## src/rtl/uart_pkg.sv

```systemverilog
// Shared register map, STATUS bit positions and FSM encodings for the MMIO UART.
package uart_pkg;

   localparam logic [3:0] ADDR_STATUS = 4'h0;
   localparam logic [3:0] ADDR_RXDATA = 4'h4;
   localparam logic [3:0] ADDR_TXDATA = 4'h8;
   localparam logic [3:0] ADDR_DIV    = 4'hC;

   localparam int ST_TX_READY  = 0;
   localparam int ST_RX_VALID  = 1;
   localparam int ST_OVERRUN   = 2;
   localparam int ST_FRAME_ERR = 3;
   localparam int ST_TX_BUSY   = 4;

   localparam logic [15:0] DIV_MIN = 16'd4;

   typedef enum logic [1:0] {
      S_IDLE  = 2'd0,
      S_START = 2'd1,
      S_DATA  = 2'd2,
      S_STOP  = 2'd3
   } uart_state_e;

   function automatic logic [15:0] clamp_div(input logic [15:0] v);
      return (v < DIV_MIN) ? DIV_MIN : v;
   endfunction

endpackage

```

## src/rtl/uart_fifo.sv

```systemverilog
// Synchronous FIFO with show-ahead read data; push and pop may coincide at any occupancy.
module uart_fifo #(
   parameter int WIDTH = 8,
   parameter int DEPTH = 8
) (
   input  logic                     clk,
   input  logic                     rst,
   input  logic                     push,
   input  logic                     pop,
   input  logic [WIDTH-1:0]         wdata,
   output logic [WIDTH-1:0]         rdata,
   output logic                     full,
   output logic                     empty,
   output logic [$clog2(DEPTH):0]   count
);

   localparam int AW = $clog2(DEPTH);
   localparam int CW = AW + 1;

   logic [WIDTH-1:0] mem [DEPTH];
   logic [AW-1:0]    wr_ptr;
   logic [AW-1:0]    rd_ptr;
   logic             do_push;
   logic             do_pop;

   assign full    = (count == CW'(DEPTH));
   assign empty   = (count == '0);
   assign do_pop  = pop && !empty;
   // a full FIFO still accepts a push when an entry leaves in the same cycle
   assign do_push = push && (!full || do_pop);
   assign rdata   = mem[rd_ptr];

   always_ff @(posedge clk or posedge rst) begin
      if (rst) begin
         wr_ptr <= '0;
         rd_ptr <= '0;
         count  <= '0;
      end else begin
         if (do_push) wr_ptr <= wr_ptr + AW'(1);
         if (do_pop)  rd_ptr <= rd_ptr + AW'(1);
         count <= count + CW'(do_push) - CW'(do_pop);
      end
   end

   always_ff @(posedge clk) begin
      if (do_push) mem[wr_ptr] <= wdata;
   end

endmodule

```

## src/rtl/mmio_uart.sv

```systemverilog
// Memory-mapped UART: register file, TX/RX FIFOs, TX and RX framing FSMs.
// state   | meaning
// S_IDLE  | line idle, waiting for TX data / RX falling edge
// S_START | start bit (TX driving 0, RX waiting for mid-bit re-sample)
// S_DATA  | data bits, LSB first
// S_STOP  | stop bit (TX driving 1, RX checking for 1)
module mmio_uart
   import uart_pkg::*;
#(
   parameter int DATA_BITS  = 8,
   parameter int FIFO_DEPTH = 8,
   parameter int DIV_RESET  = 868
) (
   input  logic        clk,
   input  logic        rst,
   input  logic [3:0]  addr,
   input  logic [3:0]  we,
   input  logic        re,
   input  logic [31:0] din,
   output logic [31:0] dout,
   input  logic        FPGA_SERIAL_RX,
   output logic        FPGA_SERIAL_TX,
   output logic        irq
);

   localparam int CW = $clog2(FIFO_DEPTH) + 1;

   logic [15:0]          div_q, div_next;
   logic                 overrun_q, frame_err_q;
   logic [31:0]          status;
   logic                 unused_bits;

   logic                 tx_push, tx_pop, tx_full, tx_empty;
   logic [DATA_BITS-1:0] tx_rdata;
   logic [CW-1:0]        tx_count;
   logic                 rx_pop, rx_full, rx_empty;
   logic [DATA_BITS-1:0] rx_rdata;
   logic [CW-1:0]        rx_count;

   uart_state_e          tx_state;
   logic [15:0]          tx_cnt, tx_div;
   logic [3:0]           tx_idx;
   logic [DATA_BITS-1:0] tx_shift;

   uart_state_e          rx_state;
   logic                 rx_s1, rx_s2, rx_prev;
   logic [15:0]          rx_cnt, rx_div;
   logic [3:0]           rx_idx;
   logic [DATA_BITS-1:0] rx_shift;
   logic                 rx_push, rx_ferr;

   assign unused_bits = ^{din[31:16], we[3:2]};

   assign tx_push = (addr == ADDR_TXDATA) && we[0];
   assign rx_pop  = re && (addr == ADDR_RXDATA);
   assign irq     = (rx_count != '0);

   uart_fifo #(.WIDTH(DATA_BITS), .DEPTH(FIFO_DEPTH)) u_tx_fifo (
      .clk(clk), .rst(rst), .push(tx_push), .pop(tx_pop), .wdata(din[DATA_BITS-1:0]),
      .rdata(tx_rdata), .full(tx_full), .empty(tx_empty), .count(tx_count)
   );

   uart_fifo #(.WIDTH(DATA_BITS), .DEPTH(FIFO_DEPTH)) u_rx_fifo (
      .clk(clk), .rst(rst), .push(rx_push), .pop(rx_pop), .wdata(rx_shift),
      .rdata(rx_rdata), .full(rx_full), .empty(rx_empty), .count(rx_count)
   );

   always_comb begin
      status = '0;
      status[ST_TX_READY]  = !tx_full;
      status[ST_RX_VALID]  = (rx_count != '0);
      status[ST_OVERRUN]   = overrun_q;
      status[ST_FRAME_ERR] = frame_err_q;
      status[ST_TX_BUSY]   = (tx_count != '0) || (tx_state != S_IDLE);
   end

   always_comb begin
      div_next = div_q;
      if (we[0]) div_next[7:0]  = din[7:0];
      if (we[1]) div_next[15:8] = din[15:8];
   end

   always_ff @(posedge clk or posedge rst) begin
      if (rst) begin
         div_q       <= 16'(DIV_RESET);
         overrun_q   <= 1'b0;
         frame_err_q <= 1'b0;
         dout        <= '0;
      end else begin
         if ((addr == ADDR_DIV) && (we[1:0] != 2'b00)) div_q <= clamp_div(div_next);
         if (rx_push && rx_full && !rx_pop)
            overrun_q <= 1'b1;
         else if ((addr == ADDR_STATUS) && we[0] && din[ST_OVERRUN])
            overrun_q <= 1'b0;
         if (rx_ferr)
            frame_err_q <= 1'b1;
         else if ((addr == ADDR_STATUS) && we[0] && din[ST_FRAME_ERR])
            frame_err_q <= 1'b0;
         if (re) begin
            case (addr)
               ADDR_STATUS: dout <= status;
               ADDR_RXDATA: dout <= rx_empty ? '0 : 32'(rx_rdata);
               ADDR_DIV:    dout <= {16'h0, div_q};
               default:     dout <= '0;
            endcase
         end
      end
   end

   // STOP hands straight over to START when more data is queued
   assign tx_pop = !tx_empty &&
                   ((tx_state == S_IDLE) || ((tx_state == S_STOP) && (tx_cnt == '0)));

   always_ff @(posedge clk or posedge rst) begin
      if (rst) begin
         tx_state       <= S_IDLE;
         tx_cnt         <= '0;
         tx_div         <= '0;
         tx_idx         <= '0;
         tx_shift       <= '0;
         FPGA_SERIAL_TX <= 1'b1;
      end else if (tx_pop) begin
         tx_state       <= S_START;
         tx_div         <= div_q;
         tx_cnt         <= div_q - 16'd1;
         tx_shift       <= tx_rdata;
         FPGA_SERIAL_TX <= 1'b0;
      end else begin
         case (tx_state)
            S_IDLE: FPGA_SERIAL_TX <= 1'b1;
            S_START, S_DATA: begin
               if (tx_cnt == '0) begin
                  tx_cnt <= tx_div - 16'd1;
                  if ((tx_state == S_DATA) && (tx_idx == 4'(DATA_BITS - 1))) begin
                     tx_state       <= S_STOP;
                     FPGA_SERIAL_TX <= 1'b1;
                  end else begin
                     tx_idx         <= (tx_state == S_START) ? 4'd0 : tx_idx + 4'd1;
                     tx_state       <= S_DATA;
                     FPGA_SERIAL_TX <= tx_shift[0];
                     tx_shift       <= tx_shift >> 1;
                  end
               end else begin
                  tx_cnt <= tx_cnt - 16'd1;
               end
            end
            S_STOP: begin
               if (tx_cnt == '0) tx_state <= S_IDLE;
               else              tx_cnt   <= tx_cnt - 16'd1;
            end
            default: tx_state <= S_IDLE;
         endcase
      end
   end

   always_ff @(posedge clk or posedge rst) begin
      if (rst) begin
         rx_s1    <= 1'b1;
         rx_s2    <= 1'b1;
         rx_prev  <= 1'b1;
         rx_state <= S_IDLE;
         rx_cnt   <= '0;
         rx_div   <= '0;
         rx_idx   <= '0;
         rx_shift <= '0;
         rx_push  <= 1'b0;
         rx_ferr  <= 1'b0;
      end else begin
         rx_s1   <= FPGA_SERIAL_RX;
         rx_s2   <= rx_s1;
         rx_prev <= rx_s2;
         rx_push <= 1'b0;
         rx_ferr <= 1'b0;
         case (rx_state)
            S_IDLE: begin
               if (rx_prev && !rx_s2) begin
                  rx_state <= S_START;
                  rx_div   <= div_q;
                  rx_cnt   <= (div_q >> 1) - 16'd1;
               end
            end
            S_START: begin
               if (rx_cnt == '0) begin
                  rx_state <= rx_s2 ? S_IDLE : S_DATA;
                  rx_cnt   <= rx_div - 16'd1;
                  rx_idx   <= '0;
               end else begin
                  rx_cnt <= rx_cnt - 16'd1;
               end
            end
            S_DATA: begin
               if (rx_cnt == '0) begin
                  rx_shift <= {rx_s2, rx_shift[DATA_BITS-1:1]};
                  rx_cnt   <= rx_div - 16'd1;
                  if (rx_idx == 4'(DATA_BITS - 1)) rx_state <= S_STOP;
                  else                             rx_idx   <= rx_idx + 4'd1;
               end else begin
                  rx_cnt <= rx_cnt - 16'd1;
               end
            end
            S_STOP: begin
               if (rx_cnt == '0) begin
                  rx_state <= S_IDLE;
                  rx_push  <= rx_s2;
                  rx_ferr  <= !rx_s2;
               end else begin
                  rx_cnt <= rx_cnt - 16'd1;
               end
            end
            default: rx_state <= S_IDLE;
         endcase
      end
   end

endmodule

```

## config.mk

```make
export PLATFORM = sky130hd
export DESIGN_NAME = mmio_uart
export DESIGN_NICKNAME = d
export VERILOG_FILES = /design/src/rtl/uart_pkg.sv /design/src/rtl/uart_fifo.sv /design/src/rtl/mmio_uart.sv
export SDC_FILE = /design/constraint.sdc
export NUM_CORES = 1
export LEC_CHECK = 0
export BUFFER_PORTS_ARGS = -buffer_cell sky130_fd_sc_hd__buf_2
export CORE_MARGIN = 2
export CORE_UTILIZATION = 49
export DETAILED_ROUTE_END_ITERATION = 12
export PLACE_DENSITY = 0.64
export SETUP_SLACK_MARGIN = 0.3
export SYNTH_ARGS = -nofsm -noshare
export SYNTH_HDL_FRONTEND = slang
export SYNTH_HIERARCHICAL = 1
export SYNTH_SLANG_ARGS = --single-unit
export TNS_END_PERCENT = 30
```

## constraint.sdc

```tcl
create_clock -name clk -period 5 [get_ports clk]
set_input_delay 0.5 -clock clk [delete_from_list [all_inputs] [get_ports clk]]
set_output_delay 0.5 -clock clk [all_outputs]
set_load 0.005 [all_outputs]
```

After elaboration in Yosys (flattened, before gate mapping)
Memories as Yosys holds them, arrays and structs flattened.
Cells that the tools add are included.
{"block": "word_totals", "ff_bits": 168, "ram_bits": 128, "in_bits": 44, "output_inout_bits": 34, "wordCells": 177, "n_memories": 2}
{"block": "classes", "add_sub_neg": 16, "n_lt_le_gt_ge": 1, "n_eq_ne": 24, "n_mux": 50, "bitwise": 2, "n_reduce_logical": 56}
{"memory": "u_rx_fifo.mem", "depth": 8, "width": 8, "read_ports": 1, "rd_ports_with_merged_regs": 0, "write_ports": 1, "line_no": "uart_fifo.sv:20", "source": "logic [WIDTH-1:0] mem [DEPTH];"}
{"memory": "u_tx_fifo.mem", "depth": 8, "width": 8, "read_ports": 1, "rd_ports_with_merged_regs": 0, "write_ports": 1, "line_no": "uart_fifo.sv:20"}
{"op": "$mux 16", "n": 7}
{"op": "$pmux 16 s3", "n": 2}
{"op": "$sub 16x1->16 const B", "n": 5}
{"op": "$mux 8", "n": 7}
{"op": "$logic_not 16->1", "n": 2}
{"op": "$pmux 16 s2", "n": 1}
{"op": "$mux 2", "n": 9}
{"op": "$eq 4x4->1 const B", "n": 4}
{"op": "$logic_and 1x1->1", "n": 16}
{"op": "$lt 16x3->1 const B", "n": 1}
{"op": "$mux 1", "n": 16}
{"op": "$mux 4", "n": 4}
{"op": "$sub 15x1->16 const B", "n": 1}
{"op": "$ne 2x2->1 const B", "n": 7}
{"op": "$reduce_bool 2->1", "n": 7}
{"op": "$add 3x1->3 const B", "n": 4}
{"op": "$eq 4x3->1 const B", "n": 3}
{"op": "$logic_not 4->1", "n": 3}
{"op": "$reduce_and 2->1", "n": 5}
{"op": "$add 4x1->4", "n": 2}
{"op": "$add 4x1->4 const B", "n": 2}
{"op": "$eq 2x2->1 const B", "n": 4}
{"op": "$pmux 2 s4", "n": 1}
{"op": "$pmux 4 s2", "n": 1}
{"op": "other kinds (17)", "n": 35}

Longest topological paths before layout
{"block": "depth", "depth_word": 9, "ltp_mapped": 14}

Hierarchy
Netlist, hierarchy kept.
{"module": "mmio_uart", "n_inst": 1, "cells_per_inst": 936, "area_per_inst_um2": 8419.3}
{"module": "uart_fifo (u_tx_fifo)", "n_inst": 1, "cells_per_inst": 156, "area_per_inst_um2": 3101.7}
{"module": "uart_fifo (u_rx_fifo)", "n_inst": 1, "cells_per_inst": 155, "area_per_inst_um2": 3096.7}

Worst setup path after synthesis
No wires, ideal clock.
{"block": "synth_path", "path_kind": "register -> register", "from": "register tx_cnt[0]", "to": "memory u_tx_fifo.mem[1][0] (enable)", "setup_ps": 395, "arrival_ps": 3033, "setup_slack_ps": 1572, "stages_incl_launch_ff": 12, "period_less_slack_ps": 3428, "cell_sequence": "dfrtp_1 inv_1 ha_1 nor4b_1 and4_1 buf_4 a31oi_4 inv_2 buf_2 nor2b_1 nor2_1 nor4_1"}
{"block": "synth_via", "elab_chain_cells": 9}
{"element": "start, declared", "line_no": "mmio_uart.sv:41", "source": "logic [15:0] tx_cnt, tx_div;"}
{"element": "start signal, assigned", "line_no": "mmio_uart.sv:125", "source": "tx_cnt <= div_q - 16'd1;"}
{"element": "start signal, assigned", "line_no": "mmio_uart.sv:133", "source": "tx_cnt <= tx_div - 16'd1;"}
{"element": "start signal, assigned", "line_no": "mmio_uart.sv:144", "source": "tx_cnt <= tx_cnt - 16'd1;"}
{"element": "$logic_not 16->1", "line_no": "mmio_uart.sv:112", "source": "((tx_state == S_IDLE) || ((tx_state == S_STOP) && (tx_cnt == '0)));"}
{"element": "$logic_and 1x1->1", "line_no": "mmio_uart.sv:112"}
{"element": "$logic_or 1x1->1", "line_no": "mmio_uart.sv:112"}
{"element": "$logic_and 1x1->1", "line_no": "mmio_uart.sv:111", "source": "assign tx_pop = !tx_empty &&"}
{"element": "net tx_pop", "line_no": "mmio_uart.sv:33", "source": "logic tx_push, tx_pop, tx_full, tx_empty;"}
{"element": "$logic_and 1x1->1", "line_no": "uart_fifo.sv:28", "source": "assign do_pop = pop && !empty;"}
{"element": "$logic_or 1x1->1", "line_no": "uart_fifo.sv:30", "source": "assign do_push = push && (!full || do_pop);"}
{"element": "$logic_and 1x1->1", "line_no": "uart_fifo.sv:30"}
{"element": "$mux 1", "line_no": "uart_fifo.sv:46", "source": "if (do_push) mem[wr_ptr] <= wdata;"}
{"element": "$mux 1 (implied by the code)", "line_no": "uart_fifo.sv:46"}
{"element": "end, declared", "line_no": "uart_fifo.sv:20"}
The timed path passes the listed nets, and every way through them passes these cells.

Worst setup path in the final report
{"block": "layout_path", "from": "register tx_cnt[0]", "to": "memory u_tx_fifo.mem[2][0] (enable)"}
{"block": "layout_via", "elab_chain_cells": 9}
{"element": "$logic_not 16->1", "line_no": "mmio_uart.sv:112"}
{"element": "$logic_and 1x1->1", "line_no": "mmio_uart.sv:112"}
{"element": "$logic_or 1x1->1", "line_no": "mmio_uart.sv:112"}
{"element": "$logic_and 1x1->1", "line_no": "mmio_uart.sv:111"}
{"element": "$logic_and 1x1->1", "line_no": "uart_fifo.sv:28"}
{"element": "$logic_or 1x1->1", "line_no": "uart_fifo.sv:30"}
{"element": "$logic_and 1x1->1", "line_no": "uart_fifo.sv:30"}
{"element": "$mux 1", "line_no": "uart_fifo.sv:46"}
{"element": "$mux 1 (implied by the code)", "line_no": "uart_fifo.sv:46"}
No other way between the ends.

==> flow_metrics.env <==
export IMPL_clk_pin_slew_ns=0.06
export IMPL_endpoint_kind="flop"
export IMPL_async_flop_share_pct=54.3
export IMPL_drc=0
export IMPL_path_class="reg -> reg"
export IMPL_grtUsageTotal_pct=21.4
export IMPL_synth_seq_cells=280
export IMPL_synth_cell_types=83
export IMPL_max_slew_margin_rel_pct=32.9
export IMPL_fin_area_um2=16000
export IMPL_grt_pass1_wl_mm=52.4
export IMPL_hold_viol_final=0
export IMPL_fin_crit_sh_pct=71.8
export IMPL_vias=9812
export IMPL_place_ws_ns=1.45
export IMPL_clock_sinks=280
export IMPL_place_congestion=0.879
export IMPL_power_share_clock_pct=30.5
export IMPL_final_seq_area_um2=7660
export IMPL_tightest_slew_ns=1.00
export IMPL_insertion_delay_ns=0.56
export IMPL_grt_remaining_overflow=0
export IMPL_irDropWorstVdd_mv=0.365
export IMPL_fin_cells=1688
export IMPL_synth_edf_count=128
export IMPL_postSynthAreaPerCell_um2=11.7
export IMPL_rows=63
export IMPL_routed_wl_mm=33.4
export IMPL_design_core_area_um2=29500
export IMPL_nNetsFinal=1351
export IMPL_path_max_fanout=24
export IMPL_multiInputGateArea_um2=6330
export IMPL_layout_drive_gt1_share_pct=15.6
export IMPL_cellLeakagePower_nw=6.40
export IMPL_cts_root_buffer="clkbuf_16"
export IMPL_ant_nets=0
export IMPL_power_switching_mw=2.37
export IMPL_wl_per_cell_um=19.8
export IMPL_synth_ff_type="dfrtp_1"
export IMPL_dpl_cell_count=1629
export IMPL_pwr_share_seq_pct=44.4
export IMPL_comb_power_share_pct=25.0
export IMPL_rsz0062_at_grt="no"
export IMPL_period_needed_ns=3.59
export IMPL_crit_path_start_kind="flop"
export IMPL_crit_arrival_ns=3.77
export IMPL_synthCells=1247
export IMPL_critPathTopFamily="simple AND/OR/NAND/NOR gates"
export IMPL_min_path_cells=1
export IMPL_die_height_um=177
export IMPL_tns_ns=0
export IMPL_die_w_um=177
export IMPL_dp_hpwl_mm=22.9
export IMPL_post_cts_setup_buffers=0
export IMPL_finClkSkew_ns=0.0105
export IMPL_syn_area_um2=14600
export IMPL_slew_violations=0
export IMPL_cp_slowest_cell="nor2_1"
export IMPL_area_delta_synth_final_pct=9.64
export IMPL_max_freq_mhz=279
export IMPL_ys_seq_area_share_pct=52.4
export IMPL_r2r_cells=9
export IMPL_crit_chain="inv_1 -> ha_1 -> nor4b_1 -> and4_1 -> a31oi_4 -> inv_2 -> nor2b_1 -> o21ai_0 -> nor2_1"
export IMPL_max_stage_delay_ns=0.64
export IMPL_cts_htree_levels=1
export IMPL_dieArea_um2=31200
export IMPL_finalSetupViolCount=0
export IMPL_final_setup_worst_slack_ns=1.41
export IMPL_outcome="finished, final reports clean"
export IMPL_antenna_found_initial=2
export IMPL_drt_iter0_drc=807
export IMPL_io_buffers=43
export IMPL_cap_violations=0
export IMPL_cts_tree="done"
export IMPL_num_fill_cells=2505
export IMPL_ctsResizeCount=0
export IMPL_first_pass_iters=5
export IMPL_vias_per_cell=5.81
export IMPL_grt_max_degree=97
export IMPL_yosysWarnings=6
export IMPL_min_path_type="in -> reg"
export IMPL_dpl_cell_area_um2=15000
export IMPL_clockBufferDepth=3
export IMPL_io_pins=78
export IMPL_numCtsBuffers=30
export IMPL_grt_pass1_vias=9473
export IMPL_critPathBufInv=2
export IMPL_cp_required_ns=5.18
export IMPL_start_util_pct=49.6
export IMPL_power_density_nw_per_um2=446
export IMPL_p_int_mw=4.78
export IMPL_netSwitchingFraction_pct=33.1
export IMPL_crit_cells=9
## what timing repair did
item	CTS	global route
hold endpoints to repair	20	0
endpoints found under the setup margin	0	0
hold buffers	1	0
## registers in the layout (all words and copies together), names as in the netlist, 2 cells and up, named ones only
| register | flops |
|---|---|
| u_rx_fifo/mem | 64 |
| u_tx_fifo/mem | 64 |
| div_q | 16 |
| dout | 16 |
| rx_cnt | 16 |
| rx_div | 16 |
| tx_cnt | 16 |
| tx_div | 16 |
| rx_shift | 8 |
| tx_shift | 8 |
| rx_idx | 4 |
| tx_idx | 4 |
| u_rx_fifo/count | 4 |
| u_tx_fifo/count | 4 |
| u_rx_fifo/rd_ptr | 3 |
| u_rx_fifo/wr_ptr | 3 |
| u_tx_fifo/rd_ptr | 3 |
| u_tx_fifo/wr_ptr | 3 |
| tx_state | 2 |
## worst paths after layout
check                                from                  end  slack (ns)
max                             tx_cnt[0]  u_tx_fifo/mem[2][0]        1.41
min                        FPGA_SERIAL_RX                rx_s1        0.04
max reg2reg                     tx_cnt[0]  u_tx_fifo/mem[2][0]        1.41
min reg2reg                         rx_s2              rx_prev        0.37
max in group asynchronous             rst       FPGA_SERIAL_TX        3.18
min in group asynchronous             rst  u_tx_fifo/wr_ptr[2]        0.53
## cells in the final DEF, fill, tap and decap left out, drive strengths merged, types with 47 or more instances in the layout
cell type	count
nand3	49
a21oi	51
nand2	101
inv	55
edfxtp	128
dfrtp	143
xnor2	47
mux2	56
o21ai	72
nor2	75
buf	60
## power groups by stage
stage               combinational, mW  sequential (mW)  clock, mW
floorplan                        1.57             2.94          0
global placement                 1.75             3.20          0
detailed placement               1.77             3.22          0
CTS                              1.78             3.17       2.22
global route                     1.99             3.22       2.32
finish                           1.79             3.18       2.18
## Yosys cell counts (12+ instances only)
cell type	count	area, um^2
inv_1	54	203
o21ai_1	15	75.1
mux2_2	56	631
mux4_1	32	841
dfrtp_1	143	3580
o21ai_0	55	275
nor2_1	72	270
a21oi_1	50	250
ha_1	33	413
o22ai_1	14	87.6
buf_2	20	100
mux2i_1	12	120
nand2b_1	16	100
nor3_1	38	190
nand3_1	49	245
a22o_1	15	131
xor2_1	32	280
clkbuf_1	29	109
edfxtp_1	128	3840
nand2_1	101	379
nor4_1	18	113
buf_4	20	150
xnor2_1	47	412
## cell families after synthesis
| kind of cell | Yosys count | share of synthesized area (%) |
|---|---|---|
| flip-flops | 280 | 52.4 |
| adder cells (fa/ha/maj) | 35 | 3.10 |
| multiplexers | 100 | 10.9 |
| AO/OA/AOI/OAI | 241 | 10.8 |
| AND/OR/NAND/NOR | 372 | 13.3 |
| other | 1 | 0.0257 |
| XOR/XNOR | 79 | 4.73 |
| buffers and inverters | 139 | 4.69 |
## per-stage QoR
stage          hold slack (ns)  total power [mW]  utilization, %
2_1_floorplan            0.340              4.52               -
6_report                0.0428              7.15            54.4
4_1_cts                 0.0317              7.18            54.3
3_5_place_dp             0.364              4.99            51.0
3_3_place_gp             0.365              4.95            51.0
5_1_grt                 0.0273              7.54            54.3
## area by class of cell
type	count	share of cell area, %
Tap cell	390	3.04
Timing Repair Buffer	61	2.20
Clock inverter	21	1.13
Inverter	56	1.34
Multi-Input combinational cell	843	39.5
Sequential cell	280	47.8
Antenna cell	2	0.0312
Clock buffer	35	4.93
## per-layer routing
layer  GRT usage, %  wire, um  up-vias
met3           3.20      1660       56
met5              0         0        -
met2           34.3     15700      257
met1           30.3     15200     4834
met4           6.47       786        0
li1               -         -     4665
Power figures use the tool's default switching activity.
